`config.mk`:
```
export PLATFORM = sky130hd
export DESIGN_NAME = sqrt_arbiter
export DESIGN_NICKNAME = d
export VERILOG_FILES = /design/src/rtl/sqrt_arbiter.sv
export SDC_FILE = /design/constraint.sdc
export NUM_CORES = 1
export LEC_CHECK = 0
export ABC_AREA = 1
export CAP_MARGIN = 20
export CORE_ASPECT_RATIO = 1.2
export CORE_MARGIN = 2
export CORE_UTILIZATION = 41
export CTS_CLUSTER_DIAMETER = 40
export CTS_CLUSTER_SIZE = 24
export DETAILED_ROUTE_END_ITERATION = 7
export HOLD_SLACK_MARGIN = 0.05
export PLACE_DENSITY = 0.69
export SETUP_SLACK_MARGIN = 0.3
export SYNTH_ARGS = -nofsm -noshare
export SYNTH_HDL_FRONTEND = slang
export SYNTH_SLANG_ARGS = --single-unit
```
`constraint.sdc`:
```
create_clock -name clk -period 43 [get_ports clk]
set_input_delay 12.9 -clock clk [delete_from_list [all_inputs] [get_ports clk]]
set_output_delay 12.9 -clock clk [all_outputs]
set_load 0.03 [all_outputs]
```
`src/rtl/sqrt_arbiter.sv`:
```
// sqrt_arbiter
//   Shares one combinational integer square-root datapath between NUM_REQ
//   requesters. Round-robin arbitration picks one requester per IDLE visit,
//   the radicand is captured into op_reg, the root/remainder are registered
//   one cycle later and returned on a single response channel tagged with the
//   requester index.
//
//   Optional build macro: SQRT_ARB_CHECK_EN
//     defined   -> every result is checked (Q*Q + R == D and R <= 2Q); a
//                  failure sets the sticky err flag until reset.
//     undefined -> no checker, err is tied low.
//
// Ports
//   clk        : clock, rising edge
//   rst_n      : asynchronous active-low reset
//   req_valid  : [NUM_REQ] per-requester request valid
//   req_data   : [32*NUM_REQ] packed radicands, requester i on [32i+31:32i]
//   req_ready  : [NUM_REQ] per-requester accept, one-hot or zero
//   rsp_valid  : result valid
//   rsp_ready  : consumer accepts result
//   rsp_id     : [ID_W] owner of the result
//   rsp_q      : [16] floor(sqrt(D))
//   rsp_r      : [17] D - Q*Q
//   err        : sticky self-check failure
//
// Handshake: a transfer happens on a rising edge where valid and ready are
// both high. req_ready is never a function of anything the requester sees as
// a response, and rsp_valid never drops before rsp_ready has been seen high.

// Combinational non-restoring square root: 16 iterations, one root bit each.
module non_restoring_sqrt (
  input  logic [31:0] d,
  output logic [15:0] q,
  output logic [16:0] r
);

  // Signed partial remainder; 20 bits leaves headroom for the shift by two.
  logic [19:0] rem;
  logic [15:0] root;

  always_comb begin
    rem  = '0;
    root = '0;
    for (int i = 15; i >= 0; i--) begin
      if (rem[19] == 1'b0)
        rem = {rem[17:0], d[2*i +: 2]} - {2'b00, root, 2'b01};
      else
        rem = {rem[17:0], d[2*i +: 2]} + {2'b00, root, 2'b11};
      root = {root[14:0], ~rem[19]};
    end
    // A negative final remainder needs one restoring correction.
    if (rem[19])
      rem = rem + {3'b000, root, 1'b1};
    q = root;
    r = rem[16:0];
  end

endmodule

module sqrt_arbiter #(
  parameter int NUM_REQ = 4,  // 2..8
  parameter int ID_W    = 2   // clog2(NUM_REQ)
) (
  input  logic                    clk,
  input  logic                    rst_n,
  input  logic [NUM_REQ-1:0]      req_valid,
  input  logic [32*NUM_REQ-1:0]   req_data,
  output logic [NUM_REQ-1:0]      req_ready,
  output logic                    rsp_valid,
  input  logic                    rsp_ready,
  output logic [ID_W-1:0]         rsp_id,
  output logic [15:0]             rsp_q,
  output logic [16:0]             rsp_r,
  output logic                    err
);

  typedef enum logic [1:0] {
    ST_IDLE = 2'd0,
    ST_CALC = 2'd1,
    ST_RESP = 2'd2
  } state_t;

  state_t          state;
  state_t          state_nxt;

  logic [ID_W-1:0] last_grant;
  logic [ID_W-1:0] id_reg;
  logic [31:0]     op_reg;

  logic [ID_W-1:0] winner;
  logic [ID_W-1:0] cand;
  logic            found;
  logic            accept;
  logic            load_rsp;
  logic            clear_rsp;

  logic [15:0]     sq_q;
  logic [16:0]     sq_r;

  // The datapath only ever sees the captured operand.
  non_restoring_sqrt u_sqrt (
    .d (op_reg),
    .q (sq_q),
    .r (sq_r)
  );

  // Round-robin search starting one past the last grant, wrapping.
  always_comb begin
    found  = 1'b0;
    winner = '0;
    cand   = '0;
    for (int k = 0; k < NUM_REQ; k++) begin
      cand = ID_W'((int'(last_grant) + 1 + k) % NUM_REQ);
      if (!found && req_valid[cand]) begin
        found  = 1'b1;
        winner = cand;
      end
    end
  end

  // rst_n gates ready so nothing is offered while reset is held.
  always_comb begin
    req_ready = '0;
    if (state == ST_IDLE && rst_n && found)
      req_ready[winner] = 1'b1;
  end

  assign accept = |(req_valid & req_ready);

  always_ff @(posedge clk or negedge rst_n) begin
    if (!rst_n) state <= ST_IDLE;
    else        state <= state_nxt;
  end

  always_comb begin
    state_nxt = state;
    load_rsp  = 1'b0;
    clear_rsp = 1'b0;
    case (state)
      ST_IDLE: if (accept) state_nxt = ST_CALC;
      ST_CALC: begin
        load_rsp  = 1'b1;
        state_nxt = ST_RESP;
      end
      ST_RESP: if (rsp_ready) begin
        clear_rsp = 1'b1;
        state_nxt = ST_IDLE;
      end
      default: state_nxt = ST_IDLE;
    endcase
  end

  always_ff @(posedge clk or negedge rst_n) begin
    if (!rst_n) begin
      last_grant <= ID_W'(NUM_REQ - 1);
      id_reg     <= '0;
      op_reg     <= '0;
      rsp_valid  <= 1'b0;
      rsp_id     <= '0;
      rsp_q      <= '0;
      rsp_r      <= '0;
    end else begin
      if (accept) begin
        op_reg     <= req_data[{winner, 5'b00000} +: 32];
        id_reg     <= winner;
        last_grant <= winner;
      end
      if (load_rsp) begin
        rsp_valid <= 1'b1;
        rsp_id    <= id_reg;
        rsp_q     <= sq_q;
        rsp_r     <= sq_r;
      end else if (clear_rsp) begin
        rsp_valid <= 1'b0;
      end
    end
  end

`ifdef SQRT_ARB_CHECK_EN
  logic [33:0] chk_sum;
  assign chk_sum = 34'(sq_q) * 34'(sq_q) + 34'(sq_r);

  always_ff @(posedge clk or negedge rst_n) begin
    if (!rst_n)
      err <= 1'b0;
    else if (load_rsp && ((chk_sum != {2'b00, op_reg}) || (sq_r > {sq_q, 1'b0})))
      err <= 1'b1;
  end
`else
  assign err = 1'b0;
`endif

endmodule

```
==> reports/metrics.cfg, run 1 <==
[status]
status = complete, no violations

[floorplan]
die_x_um = 181.2
die_h_um = 216.6
num_rows = 77
start_util_pct = 41.74
die_area_um2 = 39240
pin_count = 176
coreArea_um2 = 37000

[flow_run]
maxCapViolations = 0

[global_routing]
grt_max_degree = 72
grt_usage_pct = 23.07
grt_pass1_vias = 15308
grt_overflow = 0
grt_first_pass_wirelength_mm = 74.23
antenna_found_initial = 0

[logic_synthesis]
synth_edf_count = 0
synth.yosys.warnings = 0
syn_nets = 2659
yosysSeqAreaShare_pct = 12.01
netlist_instances = 2279
ys.flop_type = dfrtp_1
mappedNetlistArea_um2 = 15440
async_flop_share_pct = 100.0
syn-mean-instance-area_um2 = 6.776
yosys.cell_types.count = 53
yosys_register_bits = 74

[timing]
max_freq_mhz = 26.01
worstMarginPinSlew_ns = 0.8000
skew_ns = 0.01483
final_max_slew_viol_count = 0
period_needed_ns = 38.44
setup_viol_count_final = 0
slew_headroom_pct = 46.66
finalSetupTns_ns = 0
grt_setup_unrepaired = false
hold_viol_final = 0
min_period_over_period_pct = 89.41

[detailed_routing]
via_per_inst = 5.324
drc = 0
drt_iter0_drc = 710
drt-total-wl_mm = 46.20
dr.pass1.iters = 5
vias = 15531
ant_nets = 0
wl_per_cell_um = 15.84

[place]
gp_congestion = 0.9398
port_buffers = 174
dp_hpwl_mm = 38.40

[critical_path]
timing.rr.start = op_reg[28]
cp.arrival_ns = 38.68
startpoint_type = register
critPathRequiredTime_ns = 43.24
crit_top_cell = nand2_1
max_stage_delay_ns = 0.40
critPathLaunch = op_reg[28]
end_kind = register
worst_path_max_delay_cell = dfrtp_1
crit_type = reg2reg
cp_max_fo = 22

[layout]
largest_register_ff_count = 32
synthToLayoutAreaGrowth_pct = 18.13
nFillCells = 3657
layout-drive-gt1-share_pct = 5.117
layout.nets = 2818
n_antenna_cell = 0

[clock_tree]
cts_root_buf = clkbuf_16
cts_tree = yes
h-tree-depth = 3
cts_num_sinks = 74
hold_buffers = 0
cts_buffer_depth = 2
insertion_delay_ns = 0.36
cts_buffers = 9
clk_pin_slew_ns = 0.07

[worst_hold_path]
min_from = rsp_q[9]
hold_class = reg2reg

-- worst paths after layout --
kind,slack [ns],cells past startpoint,endpoint
max reg2reg,4.56,248,rsp_r[15]
min,0.48,2,rsp_q[9]
min reg2reg,0.48,2,rsp_q[9]
min in group asynchronous,12.41,1,rsp_q[1]
max,4.56,248,rsp_r[15]
max in group asynchronous,29.53,2,op_reg[18]
-- area by class of cell --
class | count | area, um^2 | area share [%]
repair buffers | 199 | 1943 | 10.65
clock inverters | 7 | 83.83 | 0.4595
flip-flops and latches | 74 | 1854 | 10.16
inverters | 326 | 1235 | 6.769
well taps | 474 | 593.1 | 3.251
multi-input cells | 1828 | 12310 | 67.47
clock buffers | 9 | 225.2 | 1.234
-- cell families (layout without fill, tap and decap cells) --
logic type	Yosys count	in the layout	synth area share [%]
flops	74	74	12.01
compound gates	499	499	18.56
simple gates	760	760	21.86
buf+inv	377	541	9.333
other cells	1	1	0.02428
xor+xnor	323	323	18.37
fa+ha+maj	245	245	19.85
-- worst max-delay path, delay by kind of cell, from the launching register on --
family / cells / cell delay, ns
adders and majority gates: 16 / 5.67
buffers and inverters: 28 / 3.29
xor gates and xnor gates: 20 / 3.93
DFF: 1 / 0.40
AOI/OAI and AO/OA: 81 / 13.12
and+or+nand+nor: 103 / 11.79
-- what timing repair did --
item,CTS,global route
hold endpoints to repair,0,0
endpoints found under the setup margin,0,18
setup buffers,0,13
resized for setup,0,34
-- layout by cell type (no fill, tap or decap), drive strengths merged, types with 2 or more instances in the layout --
cell / n
o311ai: 2
xor2: 268
or2: 4
a211oi: 6
a21oi: 227
nand2: 411
clkinv: 5
clkinvlp: 4
o31ai: 5
a21o: 12
nand4: 11
nor4: 3
a21boi: 2
clkbuf: 9
nand3b: 2
dfstp: 2
o21ai: 140
a31oi: 12
o2111ai: 31
inv: 323
a41oi: 2
buf: 26
xnor2: 55
dfrtp: 72
o21bai: 46
nor2: 130
a221oi: 2
clkdlybuf4s50: 173
ha: 245
nand3: 176
nor3: 21
o211ai: 7
-- per-layer routing --
layer	wire length [um]	up-vias	track usage, %
met5	0	-	0
li1	-	7934	-
met3	1702	97	2.185
met2	22920	380	42.63
met1	19800	7120	27.26
met4	1781	0	9.214
-- through the flow --
stage | worst slack, ns | area, um^2 | hold WS (ns) | cells | util [%]
floorplan | 5.885 | 15440 | 0.5016 | 2279 | -
global placement | 2.307 | 17660 | 0.4652 | 2887 | 47.73
detailed placement | 0.6451 | 17660 | 0.4704 | 2887 | 47.73
CTS | 0.5640 | 17970 | 0.4907 | 2903 | 48.57
global route | 0.1663 | 18240 | 0.5091 | 2917 | 49.31
finish | 4.556 | 18240 | 0.4845 | 2917 | 49.31
-- synthesized netlist by cell type, types with 3 or more instances --
master / number / area (um^2)
inv_2: 8 / 30.03
nand2_2: 10 / 62.56
ha_1: 245 / 3065
xnor2_1: 55 / 481.7
xor2_1: 267 / 2338
nor2_1: 129 / 484.2
or2_2: 3 / 18.77
nor3_1: 20 / 100.1
clkbuf_1: 28 / 105.1
buf_2: 6 / 30.03
nand3_2: 17 / 170.2
o211ai_1: 7 / 52.55
nand3_1: 159 / 795.8
o21ai_0: 134 / 670.6
a31oi_1: 12 / 75.07
inv_1: 313 / 1175
o2111ai_1: 31 / 271.5
o21bai_1: 46 / 345.3
dfrtp_1: 72 / 1802
nand4_1: 11 / 68.82
buf_4: 5 / 37.54
nand2_4: 10 / 112.6
a21o_1: 12 / 90.09
o31ai_1: 5 / 37.54
o21ai_1: 6 / 30.03
nand2_1: 390 / 1464
a21oi_1: 227 / 1136
buf_1: 12 / 45.04
clkinv_1: 5 / 18.77
a211oi_1: 6 / 45.04
Power of run 1 is left out: the tool's default activity adds up to more than one toggle a clock period on the data nets, which glitch-free logic cannot reach.
==> run 2: changes to the inputs <==
--- a/config.mk
+++ b/config.mk
@@ -15,6 +15,7 @@
 export DETAILED_ROUTE_END_ITERATION = 7
 export HOLD_SLACK_MARGIN = 0.05
 export PLACE_DENSITY = 0.69
+export RECOVER_POWER = 50
 export SETUP_SLACK_MARGIN = 0.3
 export SYNTH_ARGS = -nofsm -noshare
 export SYNTH_HDL_FRONTEND = slang
==> run 2 against run 1 <==
The run now ends with max-capacitance violations, max-slew violations left. Critical endpoint unchanged. Maximum frequency fell by 0.38%. Critical path depth shrank 3. Cell count is the same.
==> reports/metrics.cfg, run 2 (synthesis results as in run 1) <==
[clock_tree]
cts_root_buf = clkbuf_16
insertion_delay_ns = 0.36  ; about the same
cts_buffers = 9  ; unchanged
h-tree-depth = 3  ; unchanged
cts_tree = yes
clk_pin_slew_ns = 0.07  ; about the same
cts_num_sinks = 74  ; unchanged
hold_buffers = 0  ; unchanged
cts_buffer_depth = 2  ; unchanged

[layout]
layout.nets = 2818  ; unchanged
nFillCells = 3663  ; +0.16%
final_common_cell = nand2_1
n_antenna_cell = 0  ; unchanged
synthToLayoutAreaGrowth_pct = 18.03  ; about the same
final_cell_mix = 383 x nand2_1, 311 x inv_1, 264 x xor2_1
stdcell_count = 2917  ; unchanged
layout-drive-gt1-share_pct = 4.912  ; -0.20 points
largest_register_ff_count = 32  ; unchanged
fin_util_pct = 49.27  ; about the same

[floorplan]
pin_count = 176  ; unchanged
num_rows = 77  ; unchanged
coreArea_um2 = 37000  ; unchanged
die_h_um = 216.6  ; unchanged
die_area_um2 = 39240  ; unchanged
start_util_pct = 41.74  ; unchanged
die_x_um = 181.2  ; unchanged

[critical_path]
reg2reg_depth = 245  ; -1.2%
r2r_slack_ns = 4.41  ; -0.15 ns
startpoint_type = register
crit_buf_inv = 25  ; -11%
crit_type = reg2reg
worst_path_max_delay_cell = inv_1
critPathRequiredTime_ns = 43.24  ; about the same
end_kind = register
cp.arrival_ns = 38.83  ; +0.15 ns
crit_family = compound AO/OA/AOI/OAI gates
cp_max_fo = 22  ; unchanged
max_stage_delay_ns = 0.65  ; +0.25 ns
crit_top_cell = nand2_1
rr_endpoint = rsp_r[15]
timing.rr.start = op_reg[28]

[detailed_routing]
drc = 0  ; unchanged
drt-total-wl_mm = 46.25  ; +0.11%
ant_nets = 0  ; unchanged
dr.pass1.iters = 5  ; unchanged
via_per_inst = 5.340  ; +0.29%
vias = 15576  ; +0.29%
wl_per_cell_um = 15.86  ; +0.11%
drt_iter0_drc = 726  ; +2.3%

[worst_hold_path]
hold_depth = 2  ; unchanged
hold_class = reg2reg
min_from = rsp_q[9]
worstHoldEndpoint = rsp_q[9]

[timing]
finalSetupTns_ns = 0  ; unchanged
skew_ns = 0.01542  ; +0.0005886 ns
fin_ws_ns = 4.410  ; -0.1460 ns
slew_headroom_pct = -114.8  ; -160 points
setup_viol_count_final = 0  ; unchanged
worstMarginPinSlew_ns = 3.222  ; +2.422 ns
final_max_slew_viol_count = 56  ; +56
max_freq_mhz = 25.91  ; -0.38%
grt_setup_unrepaired = false
hold_viol_final = 0  ; unchanged
period_needed_ns = 38.59  ; +0.1460 ns
min_period_over_period_pct = 89.75  ; +0.34 points

[place]
gp_congestion = 0.9398  ; unchanged
dp_cells = 2887  ; unchanged
port_buffers = 174  ; unchanged
dp_hpwl_mm = 38.40  ; unchanged
pre_cts_slack_ns = 0.6451  ; unchanged

[global_routing]
grt_overflow = 0  ; unchanged
antenna_found_initial = 0  ; unchanged
grt_pass1_vias = 15308  ; unchanged
grt_max_degree = 72  ; unchanged
grt_first_pass_wirelength_mm = 74.23  ; unchanged
grt_usage_pct = 23.07  ; unchanged

[status]
status = finished with violations
violations = max-capacitance violations, max-slew violations

[flow_run]
maxCapViolations = 1  ; +1

[run 2: metal layers]
metal / global-route usage (%) / part of all wire, %
met1: 27.26 / 42
met2: 42.63 / 50
met3: 2.185 / 4.0
met4: 9.214 / 3.9
met5: 0 / 0
[run 2: layout make-up]
class | count | area (um^2) | share of cell area [%]
Tap cell | 474 | 593.1 | 3.253
Clock buffer | 9 | 225.2 | 1.236
Timing Repair Buffer | 199 | 1928 | 10.58
Clock inverter | 7 | 83.83 | 0.4599
Multi-Input combinational cell | 1828 | 12310 | 67.53
Sequential cell | 74 | 1854 | 10.17
Inverter | 326 | 1235 | 6.775
[run 2: through the flow]
stage / hold WS (ns) / area [um^2]
6_report: 0.4790 / 18230
5_1_grt: 0.5040 / 18230
4_1_cts: 0.4907 / 17970
3_3_place_gp: 0.4652 / 17660
3_5_place_dp: 0.4704 / 17660
2_1_floorplan: 0.5016 / 15440
[run 2: worst max-delay path by stage]
stage          startpoint         to  slack (ns)  cells past startpoint
2_1_floorplan  op_reg[30]  rsp_r[15]        5.88                    255
3_3_place_gp   op_reg[28]  rsp_r[15]        2.31                    243
3_5_place_dp   op_reg[28]  rsp_r[15]        0.65                    244
4_1_cts        op_reg[28]  rsp_r[15]        0.56                    244
5_1_grt        op_reg[28]  rsp_r[15]        0.05                    251
6_report       op_reg[28]  rsp_r[15]        4.41                    245
[run 2: what timing repair did]
| item | 4_1_cts | 5_1_grt |
|---|---|---|
| buffers inserted | 0 | 13 |
| hold endpoints to repair | 0 | 0 |
| setup endpoints to repair | 0 | 18 |
| resized for setup | 0 | 34 |
[run 2: tightest hold or removal path, stage by stage, from the launching register on]
cell and delay, ns:
dfrtp_1 0.34, nand2_1 0.05, o21ai_0 0.05
Power of run 2 is left out for the same reason.
==> run 3: changes to the inputs <==
--- a/config.mk
+++ b/config.mk
@@ -15,7 +15,6 @@
 export DETAILED_ROUTE_END_ITERATION = 7
 export HOLD_SLACK_MARGIN = 0.05
 export PLACE_DENSITY = 0.69
-export RECOVER_POWER = 50
 export SETUP_SLACK_MARGIN = 0.3
 export SYNTH_ARGS = -nofsm -noshare
 export SYNTH_HDL_FRONTEND = slang
==> results of run 3 <==
Same layout as run 1: the final DEF is identical, and so are final timing and power.
Power of run 3 is left out for the same reason.
